==> config.mk <==
export PLATFORM = sky130hd
export DESIGN_NAME = adder_share_ctrl_flat
export DESIGN_NICKNAME = d
export VERILOG_FILES = /design/src/rtl/adder_share_pkg.sv /design/src/rtl/adder_share_if.sv /design/src/rtl/adder_share_ctrl_rr_arbiter.sv /design/src/rtl/adder_share_ctrl.sv /design/src/flat_wrapper.sv
export SDC_FILE = /design/constraint.sdc
export NUM_CORES = 1
export LEC_CHECK = 0
export CORE_ASPECT_RATIO = 1.25
export CORE_UTILIZATION = 35
export DETAILED_ROUTE_END_ITERATION = 12
export PLACE_DENSITY = 0.71
export SETUP_SLACK_MARGIN = 0.3
export SLEW_MARGIN = 20
export SYNTH_ARGS = -nofsm -noshare
export SYNTH_HDL_FRONTEND = slang
export SYNTH_SLANG_ARGS = --single-unit
==> constraint.sdc <==
create_clock -name clk -period 3.1 [get_ports clk]
set_input_delay 0.31 -clock clk [delete_from_list [all_inputs] [get_ports clk]]
set_output_delay 0.31 -clock clk [all_outputs]
set_load 0.05 [all_outputs]
==> src/rtl/adder_share_pkg.sv <==
// Shared types and helpers for the multi-word adder-sharing controller.
package adder_share_pkg;

  localparam int ADD_W = 8;

  typedef enum logic [1:0] {
    IDLE,
    RUN,
    DONE
  } state_t;

  // Width of an index into n items; never narrower than one bit.
  function automatic int id_w(input int n);
    return (n > 1) ? $clog2(n) : 1;
  endfunction

endpackage

==> src/rtl/adder_share_if.sv <==
// Request/response handshake bundle between client blocks and the adder-sharing controller.
interface adder_share_if
  import adder_share_pkg::*;
#(
  parameter int NREQ  = 4,
  parameter int WORDS = 4
) ();

  localparam int OPW = ADD_W * WORDS;
  localparam int IDW = id_w(NREQ);

  logic [NREQ-1:0]     req_valid;
  logic [NREQ-1:0]     req_ready;
  logic [NREQ*OPW-1:0] req_a;
  logic [NREQ*OPW-1:0] req_b;
  logic [NREQ-1:0]     req_sub;

  logic                rsp_valid;
  logic                rsp_ready;
  logic [IDW-1:0]      rsp_id;
  logic [OPW-1:0]      rsp_sum;
  logic                rsp_cout;
  logic                rsp_ovf;

  // Client side.
  modport master (
    output req_valid, req_a, req_b, req_sub, rsp_ready,
    input  req_ready, rsp_valid, rsp_id, rsp_sum, rsp_cout, rsp_ovf
  );

  // Controller side.
  modport slave (
    input  req_valid, req_a, req_b, req_sub, rsp_ready,
    output req_ready, rsp_valid, rsp_id, rsp_sum, rsp_cout, rsp_ovf
  );

endinterface

==> src/rtl/adder_share_ctrl_rr_arbiter.sv <==
// Round-robin arbiter: first requester after ptr (wrapping) wins. Purely combinational.
module rr_arbiter
  import adder_share_pkg::*;
#(
  parameter  int NREQ = 4,
  localparam int IDW  = id_w(NREQ)
) (
  input  logic [NREQ-1:0] req,
  input  logic [IDW-1:0]  ptr,
  output logic [NREQ-1:0] grant,
  output logic [IDW-1:0]  grant_idx,
  output logic            grant_any
);

  function automatic logic [IDW-1:0] wrap(input logic [IDW-1:0] base, input int step);
    int s;
    s = int'(base) + step;
    if (s >= NREQ) s = s - NREQ;
    return IDW'(s);
  endfunction

  // ptr itself is searched last, so the previous winner has lowest priority.
  always_comb begin
    grant     = '0;
    grant_idx = '0;
    grant_any = 1'b0;
    for (int k = 1; k <= NREQ; k++) begin
      if (!grant_any && req[wrap(ptr, k)]) begin
        grant_any = 1'b1;
        grant_idx = wrap(ptr, k);
      end
    end
    if (grant_any) grant[grant_idx] = 1'b1;
  end

endmodule

==> src/rtl/adder_share_ctrl.sv <==
// Shares one external 8-bit adder between NREQ requesters, sequencing WORDS-byte add/sub
// operations LSB byte first with the carry chained through a one-bit register.
module adder_share_ctrl
  import adder_share_pkg::*;
#(
  parameter int NREQ  = 4,
  parameter int WORDS = 4
) (
  input  logic             clk,
  input  logic             rst,
  adder_share_if.slave     bus,
  output logic [ADD_W-1:0] add_a,
  output logic [ADD_W-1:0] add_b,
  output logic             add_cin,
  input  logic [ADD_W-1:0] add_sum,
  input  logic             add_cout
);

  localparam int OPW = ADD_W * WORDS;
  localparam int IDW = id_w(NREQ);
  localparam int IXW = id_w(WORDS);
  localparam logic [IXW-1:0] LAST_IDX = IXW'(WORDS - 1);
  localparam logic [IDW-1:0] PTR_RST  = IDW'(NREQ - 1);

  state_t         state, state_nxt;
  logic [OPW-1:0] a_r, b_r, sum_r;
  logic           sub_r, carry_r, cout_r, ovf_r;
  logic [IDW-1:0] id_r, ptr_r;
  logic [IXW-1:0] idx_r;

  logic [NREQ-1:0] gnt_onehot;
  logic [IDW-1:0]  gnt_idx;
  logic            gnt_any;
  logic [OPW-1:0]  sel_a, sel_b;
  logic            sel_sub;
  logic            accept;
  logic            last_byte;

  function automatic logic signed_ovf(input logic a_msb, input logic b_msb, input logic s_msb);
    return (a_msb == b_msb) && (s_msb != a_msb);
  endfunction

  rr_arbiter #(.NREQ(NREQ)) u_arb (
    .req       (bus.req_valid),
    .ptr       (ptr_r),
    .grant     (gnt_onehot),
    .grant_idx (gnt_idx),
    .grant_any (gnt_any)
  );

  always_comb begin
    sel_a   = bus.req_a[int'(gnt_idx)*OPW +: OPW];
    sel_b   = bus.req_b[int'(gnt_idx)*OPW +: OPW];
    sel_sub = bus.req_sub[gnt_idx];
  end

  assign last_byte = (idx_r == LAST_IDX);

  always_comb begin
    state_nxt     = state;
    accept        = 1'b0;
    bus.req_ready = '0;
    add_a         = '0;
    add_b         = '0;
    add_cin       = 1'b0;
    unique case (state)
      IDLE: begin
        // Grant is offered only while out of reset so a held request is never acked early.
        if (!rst) bus.req_ready = gnt_onehot;
        if (gnt_any) begin
          accept    = 1'b1;
          state_nxt = RUN;
        end
      end
      RUN: begin
        add_a   = a_r[int'(idx_r)*ADD_W +: ADD_W];
        add_b   = b_r[int'(idx_r)*ADD_W +: ADD_W];
        add_cin = (idx_r == '0) ? sub_r : carry_r;
        if (last_byte) state_nxt = DONE;
      end
      DONE: begin
        if (bus.rsp_ready) state_nxt = IDLE;
      end
      default: state_nxt = IDLE;
    endcase
  end

  always_ff @(posedge clk or posedge rst) begin
    if (rst) begin
      state   <= IDLE;
      a_r     <= '0;
      b_r     <= '0;
      sub_r   <= 1'b0;
      id_r    <= '0;
      ptr_r   <= PTR_RST;
      idx_r   <= '0;
      carry_r <= 1'b0;
      sum_r   <= '0;
      cout_r  <= 1'b0;
      ovf_r   <= 1'b0;
    end else begin
      state <= state_nxt;
      if (accept) begin
        a_r   <= sel_a;
        b_r   <= sel_b ^ {OPW{sel_sub}};
        sub_r <= sel_sub;
        id_r  <= gnt_idx;
        ptr_r <= gnt_idx;
        idx_r <= '0;
      end
      if (state == RUN) begin
        sum_r[int'(idx_r)*ADD_W +: ADD_W] <= add_sum;
        carry_r <= add_cout;
        if (last_byte) begin
          cout_r <= add_cout;
          ovf_r  <= signed_ovf(a_r[OPW-1], b_r[OPW-1], add_sum[ADD_W-1]);
        end else begin
          idx_r <= idx_r + 1'b1;
        end
      end
    end
  end

  assign bus.rsp_valid = (state == DONE);
  assign bus.rsp_id    = id_r;
  assign bus.rsp_sum   = sum_r;
  assign bus.rsp_cout  = cout_r;
  assign bus.rsp_ovf   = ovf_r;

endmodule

==> src/flat_wrapper.sv <==
// flat-port wrapper written by rule: the top's interface ports become plain ports
module adder_share_ctrl_flat import adder_share_pkg::*;
#(
  parameter int NREQ  = 4,
  parameter int WORDS = 4
)
  (clk, rst, add_a, add_b, add_cin, add_sum, add_cout, bus_req_valid, bus_req_a, bus_req_b, bus_req_sub, bus_rsp_ready, bus_req_ready, bus_rsp_valid, bus_rsp_id, bus_rsp_sum, bus_rsp_cout, bus_rsp_ovf);
  adder_share_if #(.NREQ(NREQ), .WORDS(WORDS)) bus_i ();
  input  logic clk;
  input  logic rst;
  output logic [ADD_W-1:0] add_a;
  output logic [ADD_W-1:0] add_b;
  output logic add_cin;
  input  logic [ADD_W-1:0] add_sum;
  input  logic add_cout;
  input wire logic [$bits(bus_i.req_valid)-1:0] bus_req_valid;
  input wire logic [$bits(bus_i.req_a)-1:0] bus_req_a;
  input wire logic [$bits(bus_i.req_b)-1:0] bus_req_b;
  input wire logic [$bits(bus_i.req_sub)-1:0] bus_req_sub;
  input wire logic [$bits(bus_i.rsp_ready)-1:0] bus_rsp_ready;
  output wire logic [$bits(bus_i.req_ready)-1:0] bus_req_ready;
  output wire logic [$bits(bus_i.rsp_valid)-1:0] bus_rsp_valid;
  output wire logic [$bits(bus_i.rsp_id)-1:0] bus_rsp_id;
  output wire logic [$bits(bus_i.rsp_sum)-1:0] bus_rsp_sum;
  output wire logic [$bits(bus_i.rsp_cout)-1:0] bus_rsp_cout;
  output wire logic [$bits(bus_i.rsp_ovf)-1:0] bus_rsp_ovf;
  assign bus_i.req_valid = bus_req_valid;
  assign bus_i.req_a = bus_req_a;
  assign bus_i.req_b = bus_req_b;
  assign bus_i.req_sub = bus_req_sub;
  assign bus_i.rsp_ready = bus_rsp_ready;
  assign bus_req_ready = bus_i.req_ready;
  assign bus_rsp_valid = bus_i.rsp_valid;
  assign bus_rsp_id = bus_i.rsp_id;
  assign bus_rsp_sum = bus_i.rsp_sum;
  assign bus_rsp_cout = bus_i.rsp_cout;
  assign bus_rsp_ovf = bus_i.rsp_ovf;
  adder_share_ctrl #(.NREQ(NREQ), .WORDS(WORDS)) u_core (.clk(clk), .rst(rst), .bus(bus_i), .add_a(add_a), .add_b(add_b), .add_cin(add_cin), .add_sum(add_sum), .add_cout(add_cout));
endmodule
# --- Word level (Yosys, flattened, before mapping) ---
# Cells that the tools add are included.
totals:
  inputBits: 276
  out_inout_bits: 58
  ff_bits: 108
  word_cells: 99
op_classes:
  magnitude_cmp: 10
  shift: 6
  muxes: 41
  add_sub_neg: 10
  n_eq_ne: 8
  n_reduce_logical: 12
  bitwise_logic: 1
op_table:
  columns: ["operator", "count"]
  rows:
  - ["variable part select 128 x 8 -> 32 bit", 2]
  - ["variable part select 32 x 6 -> 8 bit", 2]
  - ["negation 5 -> 33 bit", 1]
  - ["variable shift 8 x 33 -> 32 bit, first input constant", 1]
  - ["variable part select 8 x 33 -> 32 bit", 1]
  - ["bitwise mux 32 bit", 1]
  - ["XOR 32 bit", 1]
  - ["two-way mux 2 bit", 14]
  - ["two-way mux 8 bit", 2]
  - ["< comparator 2 x 3 -> 1 bit, second input constant", 5]
  - ["two-way mux 1 bit", 14]
  - ["two-way mux 4 bit", 3]
  - ["binary-select mux 1 bit (select 2 bit)", 5]
  - [">= comparator 3 bit, second input constant", 3]
  - ["subtractor 2 x 1 -> 2 bit, second input constant", 4]
  - ["adder 2 x 2 -> 3 bit, second input constant", 2]
  - ["one-hot mux 2 bit (3 select lines)", 1]
  - ["logical AND 1 bit", 5]
  - ["adder 2 x 3 -> 4 bit, second input constant", 1]
  - ["equality test 2 bit, second input constant", 2]
  - [">= comparator 4 x 3 -> 1 bit, second input constant", 1]
  - ["zero test 2 bit", 2]
  - ["inequality test 2 x 1 -> 1 bit, second input constant", 2]
  - ["adder 2 x 1 -> 3 bit, second input constant", 1]
  - ["10 further kinds", 12]

# --- Longest topological paths before layout ---
depth:
  depth_word: 22
  ltp_mapped: 7
  mapped_depth_nobuf: 5

# --- Cells and area by module ---
# A second synthesis with hierarchy kept.
hier_totals:
  hier_cells: 673
  area_unflattened_um2: 7347.0
by_module_without_submodules:
  columns: ["module", "cells_each", "seq_area_each_um2", "area_per_inst_um2", "instances"]
  rows:
  - ["adder_share_ctrl", 639, 2705.1, 7124.3, 1]
  - ["rr_arbiter", 34, 0.0, 222.7, 1]

# --- Worst setup path after synthesis ---
# No wires, ideal clock.
synth_timing:
  path_kind: "reg2out"
  startpoint: "register u_core.ptr_r[0]"
  endpoint: "output bus_req_ready[0]"
  path_stages_with_launch: 7
  t_required_ns: 2.790
  path_buffers: 2
  t_arrival_ns: 2.589
  path_slack_ns: 0.201
  path_cell_list: "dfstp_2 > nand2b_1 > o21ai_1 > a211oi_2 > buf_4 > buf_2 > nor3b_1"
synth_between:
  elab_chain_len: 22
  elab_cells_between_ends: 46
  cone_classes: "8 x add/sub; 6 x order compare; 25 x mux; 7 x reduce/logical"
synth_lines:
  columns: ["item", "line", "source"]
  rows:
  - ["from (decl)", "adder_share_ctrl.sv:28", "logic [IDW-1:0] id_r, ptr_r;"]
  - ["from (signal assigned)", "adder_share_ctrl.sv:108", "ptr_r <= gnt_idx;"]
  - ["adder 2 x 1 -> 3 bit", "adder_share_ctrl_rr_arbiter.sv:17", "s = int'(base) + step;"]
  - [">= comparator 3 bit / subtractor 2 x 1 -> 2 bit (equally long branches)", "adder_share_ctrl_rr_arbiter.sv:18", "if (s >= NREQ) s = s - NREQ;"]
  - ["two-way mux 2 bit", "adder_share_ctrl_rr_arbiter.sv:18", null]
  - ["binary-select mux 1 bit (select 2 bit)", "adder_share_ctrl_rr_arbiter.sv:28", "if (!grant_any && req[wrap(ptr, k)]) begin"]
  - ["two-way mux 1 bit (implied by the code)", "adder_share_ctrl_rr_arbiter.sv:28", null]
  - ["two-way mux 1 bit", "adder_share_ctrl_rr_arbiter.sv:28", null]
  - ["zero test 1 bit", "adder_share_ctrl_rr_arbiter.sv:28", null]
  - ["logical AND 1 bit", "adder_share_ctrl_rr_arbiter.sv:28", null]
  - ["[6 not listed]", null, null]
  - ["two-way mux 2 bit", "adder_share_ctrl_rr_arbiter.sv:28", null]
  - ["< comparator 2 x 3 -> 1 bit (implied by the code) / >= comparator 2 x 1 -> 1 bit (equally long branches)", "adder_share_ctrl_rr_arbiter.sv:33", "if (grant_any) grant[grant_idx] = 1'b1;"]
  - ["logical AND 1 bit (implied by the code)", "adder_share_ctrl_rr_arbiter.sv:33", null]
  - ["two-way mux 1 bit (implied by the code)", "adder_share_ctrl_rr_arbiter.sv:33", null]
  - ["demux 1 bit (select 2 bit)", "adder_share_ctrl_rr_arbiter.sv:33", null]
  - ["two-way mux 4 bit *", "adder_share_ctrl_rr_arbiter.sv:33", null]
  - ["two-way mux 4 bit *", "adder_share_ctrl.sv:69", "if (!rst) bus.req_ready = gnt_onehot;"]
  - ["two-way mux 4 bit *", "adder_share_ctrl.sv:66", "unique case (state)"]
  - ["to (decl)", "flat_wrapper.sv:21", "output wire logic [$bits(bus_i.req_ready)-1:0] bus_req_ready;"]
# Mark *: on every way between the ends. The rest lies on a longest branch, timed or not. The select of a mux whose other input is x is not followed.

# --- Final worst setup path ---
layout_timing:
  startpoint: "register u_core.state[1]"
  endpoint: "output add_b[5]"
layout_between:
  elab_chain_len: 2
layout_lines:
  columns: ["item", "line", "source"]
  rows:
  - ["from (decl)", "adder_share_ctrl.sv:25", "state_t state, state_nxt;"]
  - ["from (signal assigned)", "adder_share_ctrl.sv:102", "state <= state_nxt;"]
  - ["equality test 2 x 1 -> 1 bit", "adder_share_ctrl.sv:66", null]
  - ["two-way mux 8 bit", "adder_share_ctrl.sv:66", null]
  - ["to (decl)", "flat_wrapper.sv:12", "output logic [ADD_W-1:0] add_b;"]
# No other way between the ends.

==> metrics.cfg <==
[status]
status=completed

[grt]
grt_max_degree=72
first_global_vias=6697
track_usage=0.2151
antenna_found_initial=1
overflow=0
grt_pass1_wl_um=37530

[layout]
antenna_cells=0
fill_cells=2009
finish.utilization=0.5343
layout-drive-gt1-share=0.1092
fin_cells=1318
nets=1312
area_delta_synth_final_pct=50.25

[flow_run]
max-cap-violations=0

[place]
preCtsSetupSlack_ns=0.4664
place_congestion=0.7926
dp_cells=1302
hpwlAfterDp_um=19420
io_buffer_count=333

[power_and_ir_drop]
power.share.sequential=0.248
p_sw_frac=0.4639
p_leak_uw=0.004995
clockPowerShare=0.118
pwr-share-comb=0.634
ir_worst_vdd_uv=588.0
power.density_nw_per_um2=855.0
intPower_uw=5420
p_switching_uw=4690

[setup_path]
worstSetupEndpointType=output port
startpoint_type=flip-flop
ff2ff_path_depth=6
critical_path_class=flip-flop to output port
cp_data_arrival_time_ns=2.41
worstPathMaxFanout=10
required_ns=2.79

[cts]
cts_tree=done
clk_transition_reported_paths_ns=0.08
cts.sinks=108
insertion_delay_ns=0.36
postCtsSetupBuffers=0
htree_levels=3
cts_buffer_depth=2
clockRootBuffer=clkbuf_16
ctsHoldBuffers=0
cts_made_buffers=9

[yosys]
syn_inst=719
postSynth.asyncResetShare=1.000
syn_area_um2=7870
ys_seq_area_frac=0.3437
postSynthAreaPerCell_um2=10.95
synth_seq_cells=108
syn-num-nets=1001
synth_edf_count=0
yosys_warnings=0
ys_types=40
ys.flop_type=dfrtp_1

[timing]
slew_headroom=0.3062
fmax_mhz=367.5
period_needed_ns=2.721
tightestPinTransition_ns=1.041
hold_viol=0
rsz0062_at_grt=false
finalSetupViolations=0
slew_violations=0
fin_skew_ns=0.01280
final.setup.worst_slack_ns=0.3790
fin_crit_sh=0.8778
final.setup.tns_ns=0

[worst_hold_path]
hold_path.class=flip-flop to flip-flop
whs_path_depth=2

[floorplanning]
die_h_um=169.7
die-area_um2=23090
fp.coreArea_um2=22130
num_rows=61
io_pins=334
initial_core_util=0.3556
dieWidth_um=136.1

[drt]
postRouteWirelength_um=24450
vias=6589
wire_per_inst_um=18.55
first_pass_iters=4
drtIter0Drc=239
vias_per_cell=4.999
drcViolationCount=0
route.antenna.remaining_nets=0

==> per-layer routing <==
layer,vias up,wire [um],global-route usage
li1,3189,-,-
met1,3147,9631,0.2559
met2,228,13020,0.3940
met3,25,1441,0.03345
met4,0,362,0.05942
met5,-,0,0
==> Yosys cell counts, types with 3 or more instances <==
cell type,n,area [um2]
mux4_2,16,360.4
nand2_1,78,292.8
dfrtp_1,106,2653
and2_1,16,100.1
buf_6,9,101.4
o21ai_1,33,165.2
buf_4,10,75.07
nor4_2,3,37.54
xnor2_1,128,1121
o221ai_2,26,390.4
ha_1,6,75.07
mux2i_1,163,1632
clkbuf_1,21,78.83
a22o_1,32,280.3
nand2b_1,5,31.28
inv_1,6,22.52
nor3b_1,3,22.52
o21ai_0,5,25.02
buf_2,16,80.08
nor2_1,4,15.01
o221ai_1,7,61.31
==> cell families (layout without fill, tap and decap cells) <==
logic type	Yosys count	in the layout	share of synthesized area
adder cells (fa/ha/maj)	6	6	0.009539
flip-flops	108	108	0.3437
multiplexers	180	180	0.2545
AO/OA/AOI/OAI	112	112	0.1270
XOR/XNOR	128	128	0.1424
AND/OR/NAND/NOR	121	121	0.07631
buffers and inverters	64	380	0.04642
==> worst max-delay path, stage by stage, from the launching register on <==
cell	delay, ns
dfrtp_1	0.43
and2b_1	0.43
buf_4	0.24
and2_1	0.14
clkdlybuf4s50_1	0.81
==> registers in the layout, summed over array words and instances (netlist names) <==
signal / cells
u_core.idx_r: 2
u_core.bus.rsp_sum: 32
u_core.b_r: 32
u_core.state: 2
u_core.carry_r: 1
u_core.a_r: 32
u_core.bus.rsp_cout: 1
u_core.ptr_r: 2
u_core.sub_r: 1
u_core.bus.rsp_ovf: 1
u_core.bus.rsp_id: 2
==> per-stage QoR <==
| step | power (uW) | instance area (um2) | hold WS [ns] |
|---|---|---|---|
| floorplan | 6984 | 7879 | 0.4154 |
| global placement | 8957 | 11500 | 0.4598 |
| detailed placement | 9041 | 11500 | 0.4699 |
| CTS | 10260 | 11820 | 0.4906 |
| global route | 10730 | 11830 | 0.5111 |
| finish | 10110 | 11830 | 0.4868 |
==> power groups by stage <==
stage	sequential (uW)	combinational, uW	clock, uW
after floorplan	2830	4160	0
after CTS	2520	6520	1220
after global routing	2570	6880	1270
after global placement	2520	6430	0
final	2500	6410	1190
after detailed placement	2530	6510	0
==> worst paths after layout <==
path                                                 from                                  to  slack [ns]
min in group asynchronous                             rst          u_core.a_r[26]$_DFFE_PP0P_        0.56
min                        u_core.bus.rsp_ovf$_DFFE_PP0P_      u_core.bus.rsp_ovf$_DFFE_PP0P_        0.49
max in group asynchronous                             rst  u_core.bus.rsp_sum[14]$_DFFE_PP0P_        1.71
max reg2reg                   u_core.ptr_r[1]$_DFFE_PP1P_          u_core.a_r[23]$_DFFE_PP0P_        0.85
min reg2reg                u_core.bus.rsp_ovf$_DFFE_PP0P_      u_core.bus.rsp_ovf$_DFFE_PP0P_        0.49
max                           u_core.state[1]$_DFFE_PP0P_                            add_b[5]        0.38
==> layout by cell type, fill, tap and decap left out, types with 2 or more instances in the layout <==
master | synthesis | routed
clkdlybuf4s50_1 | 0 | 317
mux2i_1 | 163 | 163
xnor2_1 | 128 | 128
dfrtp_1 | 106 | 106
nand2_1 | 78 | 78
o21ai_1 | 33 | 33
a22o_1 | 32 | 32
o221ai_2 | 26 | 26
buf_4 | 10 | 24
mux4_2 | 16 | 16
and2_1 | 16 | 16
clkbuf_16 | 0 | 9
buf_12 | 0 | 9
o221ai_1 | 7 | 7
ha_1 | 6 | 6
inv_1 | 6 | 5
nand2b_1 | 5 | 5
o21ai_0 | 5 | 5
nor2_1 | 4 | 4
buf_2 | 16 | 4
dlymetal6s2s_1 | 0 | 4
nor4_2 | 3 | 3
clkinv_8 | 0 | 3
nor3b_1 | 3 | 2
nand2_2 | 2 | 2
a21oi_1 | 2 | 2
nor3_1 | 2 | 2
o21a_1 | 2 | 2
nor3b_2 | 1 | 2
inv_8 | 0 | 2
dfstp_2 | 2 | 2
==> layout make-up <==
type,count,area [um2],area share
timing repair buffer,358,3603,0.3047
tap,283,354.1,0.02994
multi-input combinational,547,4822,0.4078
clock buffer,9,225.2,0.01905
inverter,6,26.28,0.002222
clock inverter,7,88.84,0.007512
sequential,108,2705,0.2288
==> what timing repair did <==
| item | 4_1_cts | 5_1_grt |
|---|---|---|
| hold endpoints to repair | 0 | 0 |
| endpoints found under the setup margin | 0 | 4 |
| gates resized for setup | 0 | 4 |
(Power assumes the default switching activity.)
